[src/rtl/uart_tx_arb.sv]
// Round-robin arbiter/sequencer sharing one uart_tx between NUM_REQ byte producers.
// Optional feature macro: UART_TX_ARB_LOCK_EN (adds req_lock for contiguous multi-byte messages).
module uart_tx_arb #(
    parameter int NUM_REQ     = 4,
    parameter int ACK_TIMEOUT = 16,
    localparam int IDW        = $clog2(NUM_REQ)
) (
    input  logic                 clk,
    input  logic                 rst,
    input  logic [NUM_REQ-1:0]   req_valid,
    input  logic [8*NUM_REQ-1:0] req_data,
`ifdef UART_TX_ARB_LOCK_EN
    input  logic [NUM_REQ-1:0]   req_lock,
`endif
    output logic [NUM_REQ-1:0]   req_ready,
    output logic [7:0]           tx_data,
    output logic                 tx_send,
    input  logic                 tx_ready,
    output logic [IDW-1:0]       grant_id,
    output logic                 busy,
    output logic                 err_timeout
);

    localparam int CW = $clog2(ACK_TIMEOUT + 1);

    typedef enum logic [1:0] {
        IDLE,
        SEND,
        BUSY
    } state_t;

    state_t          state_q, state_d;
    logic [IDW-1:0]  rr_ptr_q, rr_ptr_d;
    logic [CW-1:0]   cnt_q, cnt_d;
    logic [7:0]      tx_data_q, tx_data_d;
    logic            tx_send_q, tx_send_d;
    logic [IDW-1:0]  grant_id_q, grant_id_d;
    logic            err_timeout_q, err_timeout_d;
`ifdef UART_TX_ARB_LOCK_EN
    logic            owner_q, owner_d;
    logic            lock_hold;
`endif

    logic [IDW-1:0]  winner;
    logic [IDW-1:0]  cand;
    int              cand_sum;
    logic            found;
    logic            grant;

    // Search starts just after the last winner, so rr_ptr=NUM_REQ-1 wraps to requester 0.
    always_comb begin
        winner   = '0;
        found    = 1'b0;
        cand_sum = 0;
        cand     = '0;
        for (int k = 1; k <= NUM_REQ; k++) begin
            cand_sum = int'(rr_ptr_q) + k;
            if (cand_sum >= NUM_REQ) begin
                cand_sum = cand_sum - NUM_REQ;
            end
            cand = IDW'(cand_sum);
            if (!found && req_valid[cand]) begin
                found  = 1'b1;
                winner = cand;
            end
        end
`ifdef UART_TX_ARB_LOCK_EN
        lock_hold = owner_q && req_lock[grant_id_q] && req_valid[grant_id_q];
        if (lock_hold) begin
            found  = 1'b1;
            winner = grant_id_q;
        end
`endif
    end

    assign grant     = (state_q == IDLE) && !rst && tx_ready && found;
    assign req_ready = grant ? (NUM_REQ'(1) << winner) : '0;

    always_comb begin
        state_d       = state_q;
        rr_ptr_d      = rr_ptr_q;
        cnt_d         = cnt_q;
        tx_data_d     = tx_data_q;
        tx_send_d     = tx_send_q;
        grant_id_d    = grant_id_q;
        err_timeout_d = 1'b0;
`ifdef UART_TX_ARB_LOCK_EN
        owner_d       = owner_q;
`endif
        case (state_q)
            IDLE: begin
`ifdef UART_TX_ARB_LOCK_EN
                if (!lock_hold) begin
                    owner_d = 1'b0;
                end
`endif
                if (grant) begin
                    tx_data_d  = req_data[{winner, 3'b000} +: 8];
                    grant_id_d = winner;
                    rr_ptr_d   = winner;
                    tx_send_d  = 1'b1;
                    cnt_d      = '0;
                    state_d    = SEND;
`ifdef UART_TX_ARB_LOCK_EN
                    owner_d    = 1'b1;
`endif
                end
            end
            SEND: begin
                if (!tx_ready) begin
                    tx_send_d = 1'b0;
                    state_d   = BUSY;
                end else if (cnt_q == CW'(ACK_TIMEOUT - 1)) begin
                    // Transmitter never acknowledged: drop the byte rather than retry.
                    tx_send_d     = 1'b0;
                    err_timeout_d = 1'b1;
                    state_d       = IDLE;
                end else begin
                    cnt_d = cnt_q + CW'(1);
                end
            end
            BUSY: begin
                if (tx_ready) begin
                    state_d = IDLE;
                end
            end
            default: begin
                tx_send_d = 1'b0;
                state_d   = IDLE;
            end
        endcase
    end

    always_ff @(posedge clk) begin
        if (rst) begin
            state_q       <= IDLE;
            rr_ptr_q      <= IDW'(NUM_REQ - 1);
            cnt_q         <= '0;
            tx_data_q     <= 8'h00;
            tx_send_q     <= 1'b0;
            grant_id_q    <= '0;
            err_timeout_q <= 1'b0;
`ifdef UART_TX_ARB_LOCK_EN
            owner_q       <= 1'b0;
`endif
        end else begin
            state_q       <= state_d;
            rr_ptr_q      <= rr_ptr_d;
            cnt_q         <= cnt_d;
            tx_data_q     <= tx_data_d;
            tx_send_q     <= tx_send_d;
            grant_id_q    <= grant_id_d;
            err_timeout_q <= err_timeout_d;
`ifdef UART_TX_ARB_LOCK_EN
            owner_q       <= owner_d;
`endif
        end
    end

    assign tx_data     = tx_data_q;
    assign tx_send     = tx_send_q;
    assign grant_id    = grant_id_q;
    assign err_timeout = err_timeout_q;
    assign busy        = (state_q != IDLE);

endmodule

[config.mk]
export PLATFORM = sky130hd
export DESIGN_NAME = uart_tx_arb
export DESIGN_NICKNAME = d
export VERILOG_FILES = /design/src/rtl/uart_tx_arb.sv
export SDC_FILE = /design/constraint.sdc
export NUM_CORES = 1
export LEC_CHECK = 0
export CAP_MARGIN = 20
export CORE_AREA = 4 4 52 72
export DETAILED_ROUTE_END_ITERATION = 8
export DIE_AREA = 0 0 56 76
export PLACE_DENSITY = 0.87
export SETUP_SLACK_MARGIN = 0.15
export SYNTH_ARGS = -nofsm -noshare
export SYNTH_HDL_FRONTEND = slang
export SYNTH_SLANG_ARGS = --single-unit
[constraint.sdc]
create_clock -name clk -period 3.1 [get_ports clk]
set_input_delay 0.93 -clock clk [delete_from_list [all_inputs] [get_ports clk]]
set_output_delay 0.93 -clock clk [all_outputs]
set_load 0.05 [all_outputs]
Yosys cells after proc, flatten, opt, wreduce, memory -nomap -nowiden

Index checks and enable logic that the tools add are counted.

Add/subtract/negate cells: 9
Order comparisons: 8
Equality and inequality tests: 8
Shift-type cells: 2
Muxes and demuxes: 35
Bitwise gates (word level): 3
Reductions and logical operators: 18

Operator list:

| kind                                                               | number |
|---|---|
| indexed part select 32 x 6 -> 8 bit                                | 1 |
| two-way mux 2 bit                                                  | 12 |
| two-way mux 5 bit                                                  | 3 |
| < comparator 2 x 3 -> 1 bit (second input constant)                | 4 |
| two-way mux 1 bit                                                  | 12 |
| one-hot mux 5 bit (2 select lines)                                 | 1 |
| greater-or-equal comparator 3 bit (second input constant)          | 3 |
| binary-select mux 1 bit (select 2 bit)                             | 4 |
| inequality test 2 bit (second input constant)                      | 4 |
| subtractor 2 x 1 -> 2 bit (second input constant)                  | 4 |
| adder 2 x 2 -> 3 bit (second input constant)                       | 2 |
| logical AND 1 bit                                                  | 6 |
| one-hot mux 2 bit (3 select lines)                                 | 1 |
| AND reduction 3 bit                                                | 2 |
| adder 5 x 1 -> 5 bit (second input constant)                       | 1 |
| == test 5 x 4 -> 1 bit (second input constant)                     | 1 |
| adder 2 x 3 -> 4 bit (second input constant)                       | 1 |
| greater-or-equal comparator 4 x 3 -> 1 bit (second input constant) | 1 |
| zero test 1 bit                                                    | 4 |
| two-way mux 4 bit                                                  | 1 |
| AND reduction 4 bit                                                | 1 |
| nonzero test 2 bit                                                 | 2 |
| << shifter 1 x 2 -> 4 bit (first input constant)                   | 1 |
| adder 2 x 1 -> 3 bit (second input constant)                       | 1 |
| other kinds (8)                                                    | 10 |

Flip-flop bits (word level): 21
Bits of input ports: 39
Output and inout port bits: 17
Logic and storage cells: 90

Depth between registers and ports, before layout

Depth in word-level cells: 18
Mapped depth: 7
Gate-level depth less buffers: 7

Worst setup path before layout

No wires, ideal clock.

Path kind: input-to-output
From: input port req_valid[1]
To: output port req_ready[0]
Arrival: 2868 ps
Data required time: 2170 ps
Path slack: -698 ps
Stages: 6
Buffers on the path: 2
Cells stage by stage: or2b_1 > a21boi_1 > or3b_1 > buf_2 > buf_6 > nor3_1

Word-level cells in the longest chain between the ends: 14
Elaborated cells on any way between the ends: 25
Classes of those cells: shift (1); mux (17); reduce/logical (7)

Ends and longest elaborated chain:

| what                                                           | line   | text |
|---|---|---|
| start, declared                                                | 10     | `input logic [NUM_REQ-1:0] req_valid,` |
| binary-select mux 1 bit (select 2 bit)                         | 62     | `if (!found && req_valid[cand]) begin` |
| two-way mux 1 bit (not written as such)                        | 62     |  |
| two-way mux 1 bit                                              | 62     |  |
| zero test 1 bit                                                | 62     |  |
| logical AND 1 bit                                              | 62     |  |
| two-way mux 1 bit                                              | 62     |  |
| zero test 1 bit                                                | 62     |  |
| logical AND 1 bit                                              | 62     |  |
| two-way mux 1 bit                                              | 62     |  |
| zero test 1 bit                                                | 62     |  |
| logical AND 1 bit                                              | 62     |  |
| two-way mux 2 bit or two-way mux 1 bit (tied branches)         | 62     |  |
| << shifter 1 x 2 -> 4 bit or logical AND 1 bit (tied branches) | 77, 76 |  |
| two-way mux 4 bit (*)                                          | 77     | `assign req_ready = grant ? (NUM_REQ'(1) << winner) : '0;` |
| end, declared                                                  | 15     | `output logic [NUM_REQ-1:0] req_ready,` |

Every way passes the cells marked *; elsewhere a longest branch is shown, timed or not. The select of a mux whose other input is x is not followed.

Worst setup path in the final report

From: input port req_valid[3]
To: output port req_ready[0]

The elaborated chain is that of the path after synthesis.

==> impl_metrics.toml <==
[pwr]
p_per_area_nw_per_um2 = 370
leakagePower_nw = 0.808
ir_drop_mv = 0.235

[global_route]
grt_max_degree = 18
gr-total-overflow = 0
first_global_vias = 1308
grt_usage_pct = 16.9
antenna_found_initial = 0
grt_first_pass_wirelength_mm = 5.84

[floorplan]
die_x_um = 56
dieHeight_um = 76
initial_core_util_pct = 39.2
core_area_um2 = 3120
die-area_um2 = 4260
core.rowCount = 24
ioPinCount = 56

[synthesis]
avgSynthCellArea_um2 = 8.57
ys.flop_type = "dfxtp_1"
syn_nets = 184
synth_top_area_share_pct = 34.3
synthArstFlopShare_pct = 0
ys_warn_count = 0
synth.cells.most_frequent = "dfxtp_1 (21), nor2_1 (19), a21oi_1 (11), nand2_1 (11), nand2b_1 (9)"
synth_top_area_cell = "dfxtp_1"
ys_seq_area_share_pct = 34.3
ys_ff_latch = 21
synthDistinctLibCells = 41
synth_most_common_cell = "dfxtp_1"
yosys-top-cells-area = "dfxtp_1 (34%), nor2_1 (5.8%), mux2_1 (5.5%)"
synth_cells = 143
synth-edff-count = 0
syn_area_um2 = 1220

[finish]
fin_util_pct = 66.3
nets = 252
drive_above_1_share_pct = 22.9
area.growth.synth_to_final_pct = 68.9
fin_area_um2 = 2070
diodes = 0

[sta]
period_needed_ns = 2.98
tns_ns = 0
worstMarginPinSlew_ns = 0.540
fin_crit_sh_pct = 96.1
setup_violations = 0
slew_violations = 0
slew-limit-headroom_pct = 63.9
skew_ns = 0.00312
hold_viol = 0
rsz0062_at_grt = "true"
hold_ws_ns = 0.484
fmax_mhz = 336
fin_ws_ns = 0.121

[critical_path]
end_kind = "output pin"
critPathRequiredTime_ns = 2.17
worst_setup_path_start_kind = "primary input"
worst-path-max-fanout = 5
cp.arrival_ns = 2.05
path_class = "primary input to output pin"

[clock_network]
cts_sinks = 21
clk_latency_ns = 0.26
htree_levels = 1
cts_tree = "done"
cts_hold_buf = 0
cts_inserted_buffers = 3
cts-root-buf = "clkbuf_8"
clk_pin_slew_ns = 0.07
clockBufferDepth = 2

[route]
initialDrtViolationCount = 29
viasPerCell = 5.02
avgRoutedWirePerCell_um = 13.8
routed_wl_mm = 3.44
first_pass_iters = 4
drc = 0
via_count = 1251
ant_nets = 0

[place]
portBuffers = 55
placed_area_um2 = 1970
dp_hpwl_mm = 2.68
place_congestion = 0.755
dp_slack_ns = -0.440

[min_path]
hp-class = "register to register"

[status]
status = "finished clean"

[flow_run]
drv_cap = 0
-- worst paths after layout --
check | end | depth (start not counted) | from | slack [ns]
worst max-delay path | req_ready[0] | 5 | req_valid[3] | 0.12
worst min-delay path | tx_data[4]$_SDFFE_PP0P_ | 2 | tx_data[4]$_SDFFE_PP0P_ | 0.48
worst min register to register | tx_data[4]$_SDFFE_PP0P_ | 2 | tx_data[4]$_SDFFE_PP0P_ | 0.48
worst max register to register | tx_data[3]$_SDFFE_PP0P_ | 7 | rr_ptr_q[0]$_SDFFE_PP1P_ | 1.03
-- critical path, cell delays in order --
cell and delay, ns:
buf_6 0.10, nor4_2 0.05, or4_4 0.56, nor3_4 0.24
buf_12 0.16
-- routing by layer --
layer / global-route usage [%] / wire, um
met3: 2.88 / 142
met5: 0 / 0
met2: 32.2 / 1870
met4: 6.89 / 51
met1: 17.7 / 1370
-- state kept, by name, indices dropped and copies added (netlist names) --
register     count
cnt_q            5
err_timeout      1
grant_id         2
rr_ptr_q         2
state_q          2
tx_data          8
tx_send          1
-- stage by stage --
step,cells,power (mW)
6_report,249,0.766
5_1_grt,249,0.803
4_1_cts,248,0.769
3_5_place_dp,243,0.589
3_3_place_gp,243,0.584
2_1_floorplan,143,0.476
-- cell type report --
class	count	area (um2)
Clock buffer	4	45.0
Fill cell	246	1050
Multi-Input combinational cell	112	820
Inverter	1	3.75
Timing Repair Buffer	72	732
Sequential cell	21	420
Tap cell	39	48.8
-- kinds of logic (layout without fill, tap and decap cells) --
logic type | count (synthesis) | after routing | share of synthesized area [%]
muxes | 12 | 12 | 10.6
DFF | 21 | 21 | 34.3
and+or+nand+nor | 62 | 62 | 27.0
adders and majority gates | 2 | 2 | 2.04
AOI/OAI and AO/OA | 33 | 33 | 18.8
buffers and inverters | 10 | 77 | 5.11
xor gates and xnor gates | 3 | 3 | 2.15
-- cell usage in the layout, fill, tap and decap left out, types with 2 or more instances in the layout --
master           count
a21o_1               6
clkdlybuf4s50_1     45
nor3_4               2
nand2b_1             8
buf_4               16
nand2_1             10
buf_6                5
mux2_2               2
mux2_1               6
nand3b_1             2
a211oi_1             7
nor3_1               5
clkbuf_8             3
o21ai_1              2
buf_12               4
xor2_1               2
ha_1                 2
mux2i_1              4
nor2_1              18
a21oi_1             11
dfxtp_1             21
-- what timing repair did --
action                                  in CTS  in global routing
pin swaps                                    8                  3
endpoints found under the setup margin       5                  4
hold endpoints to repair                     0                  0
gates resized for setup                     34                  4
buffers inserted                             1                  1
-- where the power goes --
group	total, mW	internal (mW)	leakage [nW]	switching [mW]
registers	0.297	0.285	0.172	0.0112
logic	0.296	0.149	0.614	0.147
clock network	0.173	0.0914	0.0228	0.0816
Note: power is estimated with default switching activity, not from simulation.
==> RTL change 1 (same settings) <==
Set the parameter `ACK_TIMEOUT` to 8 (it was 16).
--- a/src/rtl/uart_tx_arb.sv
+++ b/src/rtl/uart_tx_arb.sv
@@ -3,5 +3,5 @@
 module uart_tx_arb #(
     parameter int NUM_REQ     = 4,
-    parameter int ACK_TIMEOUT = 16,
+    parameter int ACK_TIMEOUT = 8,
     localparam int IDW        = $clog2(NUM_REQ)
 ) (
Formal check against the unedited RTL: not equivalent (a bounded check fails within 10 cycles, from zero or initial values and one cycle with rst high).
==> RTL change 1 against the original RTL <==
The run now ends with setup timing left. Sequential cell count is 1 lower. Area after synthesis decreased by 5.7%. Hold slack improved by 0.026 ns. Critical path depth grew 2. Count of clock-buffer cells in the layout down 1. Design area increased by 5.4%. Synthesized cell count is 12% lower. First-iteration DRC count grew 100%. Total power up 21%. Wire length increased by 38%. Setup slack got worse by 0.31 ns. Non-clock buffer count up 18. Critical endpoint is now req_ready[2].
==> RTL change 1: results (changes against the original RTL) <==
| Metric | Value |
|---|---|
| PnR worst setup slack | -0.1915 ns (-0.3124 ns) |
| Initial DRC count | 58 (+100%) |
| Failing checks | setup timing |
| GRT Total Usage | 0.2063 (+0.03713) |
| WP data arrival | 2.36 ns (+0.31 ns) |
| Mux contribution to synthesized area | 0.07909 (-0.02714) |
| Largest net degree at the start of global routing | 19 (+1) |
| Vias per Instance | 5.768 (+15%) |
| PwrDens | 423.1 nW/µm² (+14%) |
| Setup-failing EPs final | 3 (+3) |
| Compound-Gate Fraction of Synth Area | 0.2914 (+0.1035) |
| Placed Cells | 238 (-2.1%) |
| Post-Synth Adder-Cell Area | 0.01083 (-0.009595) |
| Fillers | 236 (-4.1%) |
| First-pass GRT wire length | 7.148 mm (+22%) |
| Gpl congestion | 0.8214 (+8.8%) |
| Pleak | 0.8515 nW (+5.4%) |
| Synth cell types | 42 (+2.4%) |
| Slew Limit Headroom | 0.6470 (+0.007911) |
| Pre-CTS WS | -0.5306 ns (-0.09094 ns) |
| Area post-placement | 1986 µm² (+0.83%) |
| CP peak stage delay | 0.38 ns (-0.18 ns) |
| Share of layout cells above drive strength 1 | 0.3507 (+0.1221) |
| Post-synth net total | 166 (-9.8%) |
| Post-DP HPWL | 3.138 mm (+17%) |
| Post-Syn Area per Cell | 9.166 µm² (+7.0%) |
| Synth top cells by count | 20 x dfxtp_1, 17 x nor2_1, 8 x mux2i_1 |
| Setup tns final | -0.4395 ns (-0.4395 ns) |
| Max IR drop VDD | 438.4 µV (+86%) |
| CP Max Fanout | 3 (-2) |
| Synth Area in XOR/XNOR | 0.02275 (+0.001301) |
| Slowest cell on crit path | or3b_4 |
| Wirelength per Cell | 19.04 µm (+38%) |
| Status | complete, but fails checks |
| Non-Filler Instances | 250 (+0.40%) |
[RTL change 1: cell types whose count changed after synthesis, sizes merged, moves of 5 or more]
cell	change
a21o	-5
nand2b	-8
a2111oi	+6
o31a	+7
nand2	-9
mux2	-7
a21oi	-6
[RTL change 1: cell type report]
class | count | area share
multi-input combinational | 96 | 0.3658
sequential | 20 | 0.1835
clock inverter | 1 | 0.01376
tap | 39 | 0.02236
timing repair buffer | 90 | 0.3939
inverter | 1 | 0.001720
clock buffer | 3 | 0.01892
[RTL change 1: layer usage]
layer  vias to the layer above  track usage  wire, µm
met5                         -            0         0
li1                        649            -         -
met1                       701       0.2121      1707
met3                        17      0.03390       269
met4                         0      0.09976       176
met2                        75       0.3899      2607
[RTL change 1: repair_timing]
item / 4_1_cts / 5_1_grt
resized for setup: 16 / 20
setup buffers: 2 / 7
setup endpoints to repair: 5 / 4
pin swaps: 4 / 10
endpoints found under the hold margin: 0 / 0
[RTL change 1: worst paths after layout]
kind	startpoint	to	slack (ns)	cells past startpoint
setup reg to reg	rr_ptr_q[0]$_SDFFE_PP1P_	tx_data[0]$_SDFFE_PP0P_	0.78	9
hold / removal	tx_data[0]$_SDFFE_PP0P_	tx_data[0]$_SDFFE_PP0P_	0.51	1
hold reg to reg	tx_data[0]$_SDFFE_PP0P_	tx_data[0]$_SDFFE_PP0P_	0.51	1
setup / recovery	rst	req_ready[2]	-0.19	7
[RTL change 1: power breakdown]
group          total, W  internal, W  switching [W]
Clock          0.000270     0.000173      0.0000969
Sequential     0.000291     0.000275      0.0000166
Combinational  0.000362     0.000177       0.000186
Total          0.000923     0.000624       0.000299
==> RTL change 2 (same flow settings) <==
Without the edit above. The output `err_timeout` loses its register stage (`err_timeout_q` becomes a continuous assignment).
--- a/src/rtl/uart_tx_arb.sv
+++ b/src/rtl/uart_tx_arb.sv
@@ -140,5 +140,4 @@
             tx_send_q     <= 1'b0;
             grant_id_q    <= '0;
-            err_timeout_q <= 1'b0;
 `ifdef UART_TX_ARB_LOCK_EN
             owner_q       <= 1'b0;
@@ -151,5 +150,4 @@
             tx_send_q     <= tx_send_d;
             grant_id_q    <= grant_id_d;
-            err_timeout_q <= err_timeout_d;
 `ifdef UART_TX_ARB_LOCK_EN
             owner_q       <= owner_d;
@@ -157,4 +155,6 @@
         end
     end
+
+    assign err_timeout_q = err_timeout_d;
 
     assign tx_data     = tx_data_q;
Check against the original RTL: no difference found for any inputs over 10 cycles, from zero or initial values and one cycle with rst high; that may be too few to reach the edited logic, so the function may still have changed.
==> RTL change 2 against the original RTL <==
Global-route usage is 0.71 points higher. Total power up 13%. Count of clock-buffer cells in the layout fell by 1. Area after synthesis grew 2.0%. Design area up 3.1%. Combinational power grew 6%. Setup slack got worse by 0.054 ns. Wire length grew 6.3%. Sequential cell count is 1 lower. Clock skew shrank 0.0015 ns. Critical path type unchanged.
==> RTL change 2: results (changes against the original RTL) <==
| Metric | Value |
|---|---|
| Status | complete, no violations |
| Met3 wire len | 213 µm (+50%) |
| Routed wl met2 | 1.951 mm (+4.2%) |
| R2R setup slack | 0.92 ns (-0.11 ns) |
| Largest net degree at the start of global routing | 17 (-1) |
| First-pass GRT wire length | 6.154 mm (+5.3%) |
| Clk pwr | 0.000263 W (+52%) |
| Start point of the critical path | req_valid[2] |
| Post-DP HPWL | 2.687 mm (+0.27%) |
| Top Consumer | combinational cells |
| Non-clk bufs | 76 (+5.6%) |
| CP peak stage delay | 0.54 ns (-0.02 ns) |
| M1 GR Usage | 0.1983 (+0.02137) |
| Area of the multi-input gates | 828.3 µm² (+1.1%) |
| Hold endpoint | grant_id[1]$_SDFFE_PP0P_ |
| Post-synth net total | 181 (-1.6%) |
| Grt met2 use | 0.3244 (+0.002342) |
| Vias per Instance | 5.239 (+4.3%) |
| Register area | 400.4 µm² (-4.8%) |
| Non-Filler Instances | 251 (+0.80%) |
| Layout clock buffer count | 3 (-1) |
| Min Hold Slack | 0.4584 ns (-0.02555 ns) |
| Invs w/o clock | 2 (+1) |
| Share of layout cells above drive strength 1 | 0.2689 (+0.04030) |
| Synth top area cells | dfxtp_1 32%, a21oi_1 4.8%, mux2i_1 4.8% |
| Combinational Power | 0.000315 W (+6%) |
| CP Max Fanout | 3 (-2) |
| ClkCell Share | 0.03341 (+0.01165) |
| Pleak | 0.8495 nW (+5.1%) |
| Slowest cell on crit path | or4_4 |
| NonClk Buf Share | 0.3646 (+0.01091) |
| PwrDens | 403.7 nW/µm² (+9.1%) |
| Num sequential | 20 (-4.8%) |
| Fillers | 251 (+2.0%) |
| Met1 Routed Length | 1.425 mm (+3.9%) |
| Post-route cell area | 2135 µm² (+3.1%) |
| Vias in the first global route | 1329 (+1.6%) |
| WP data arrival | 2.10 ns (+0.05 ns) |
| Worst r2r dst | tx_data[5]$_SDFFE_PP0P_ |
| Clk_skew | 0.001653 ns (-0.001465 ns) |
| Pre-CTS WS | -0.3882 ns (+0.05151 ns) |
| Synth top cells by count | 20 x dfxtp_1, 15 x nor2_1, 12 x a21oi_1 |
| R2R cell count | 8 (+1) |
| Tcrit/Tclk final | 0.9785 (+0.01744) |
| Initial DRC count | 45 (+55%) |
| Design internal power | 0.0006041 W (+15%) |
| Synth cell types | 39 (-4.9%) |
| Setup crit end | req_ready[3] |
| Post-synthesis cell count | 140 (-2.1%) |
| Comb_multi_in | 110 (-1.8%) |
| Area post-placement | 2016 µm² (+2.4%) |
| Sequential area share after synthesis | 0.3203 (-0.02289) |
| Max IR drop VDD | 293.6 µV (+25%) |
| Hold Path Origin | grant_id[1]$_SDFFE_PP0P_ |
| GRT Total Usage | 0.1762 (+0.007066) |
| Routed WL | 3.654 mm (+6.3%) |
| Gpl congestion | 0.7981 (+5.7%) |
[RTL change 2: repair_timing]
item,CTS,global route
pin swaps,8,3
hold buffers,0,0
resized for setup,26,2
endpoints found under the hold margin,0,0
setup endpoints to repair,4,4
buffers inserted,2,2
[RTL change 2: cell families (layout without fill, tap and decap cells)]
| group | Yosys count | count (layout) | share of synthesized area |
|---|---|---|---|
| xor+xnor | 3 | 3 | 0.02102 |
| flops | 20 | 20 | 0.3203 |
| fa+ha+maj | 2 | 2 | 0.02002 |
| mux | 14 | 14 | 0.1201 |
| simple gates | 57 | 57 | 0.2573 |
| buf+inv | 10 | 82 | 0.06106 |
| compound gates | 34 | 34 | 0.2002 |
[RTL change 2: worst reg2reg max path, delay by kind of cell (launching register included)]
kind            cells  cell delay, ns
flops               1            0.36
simple gates        1            0.21
compound gates      3            0.61
buf+inv             3            0.54
mux                 1            0.34
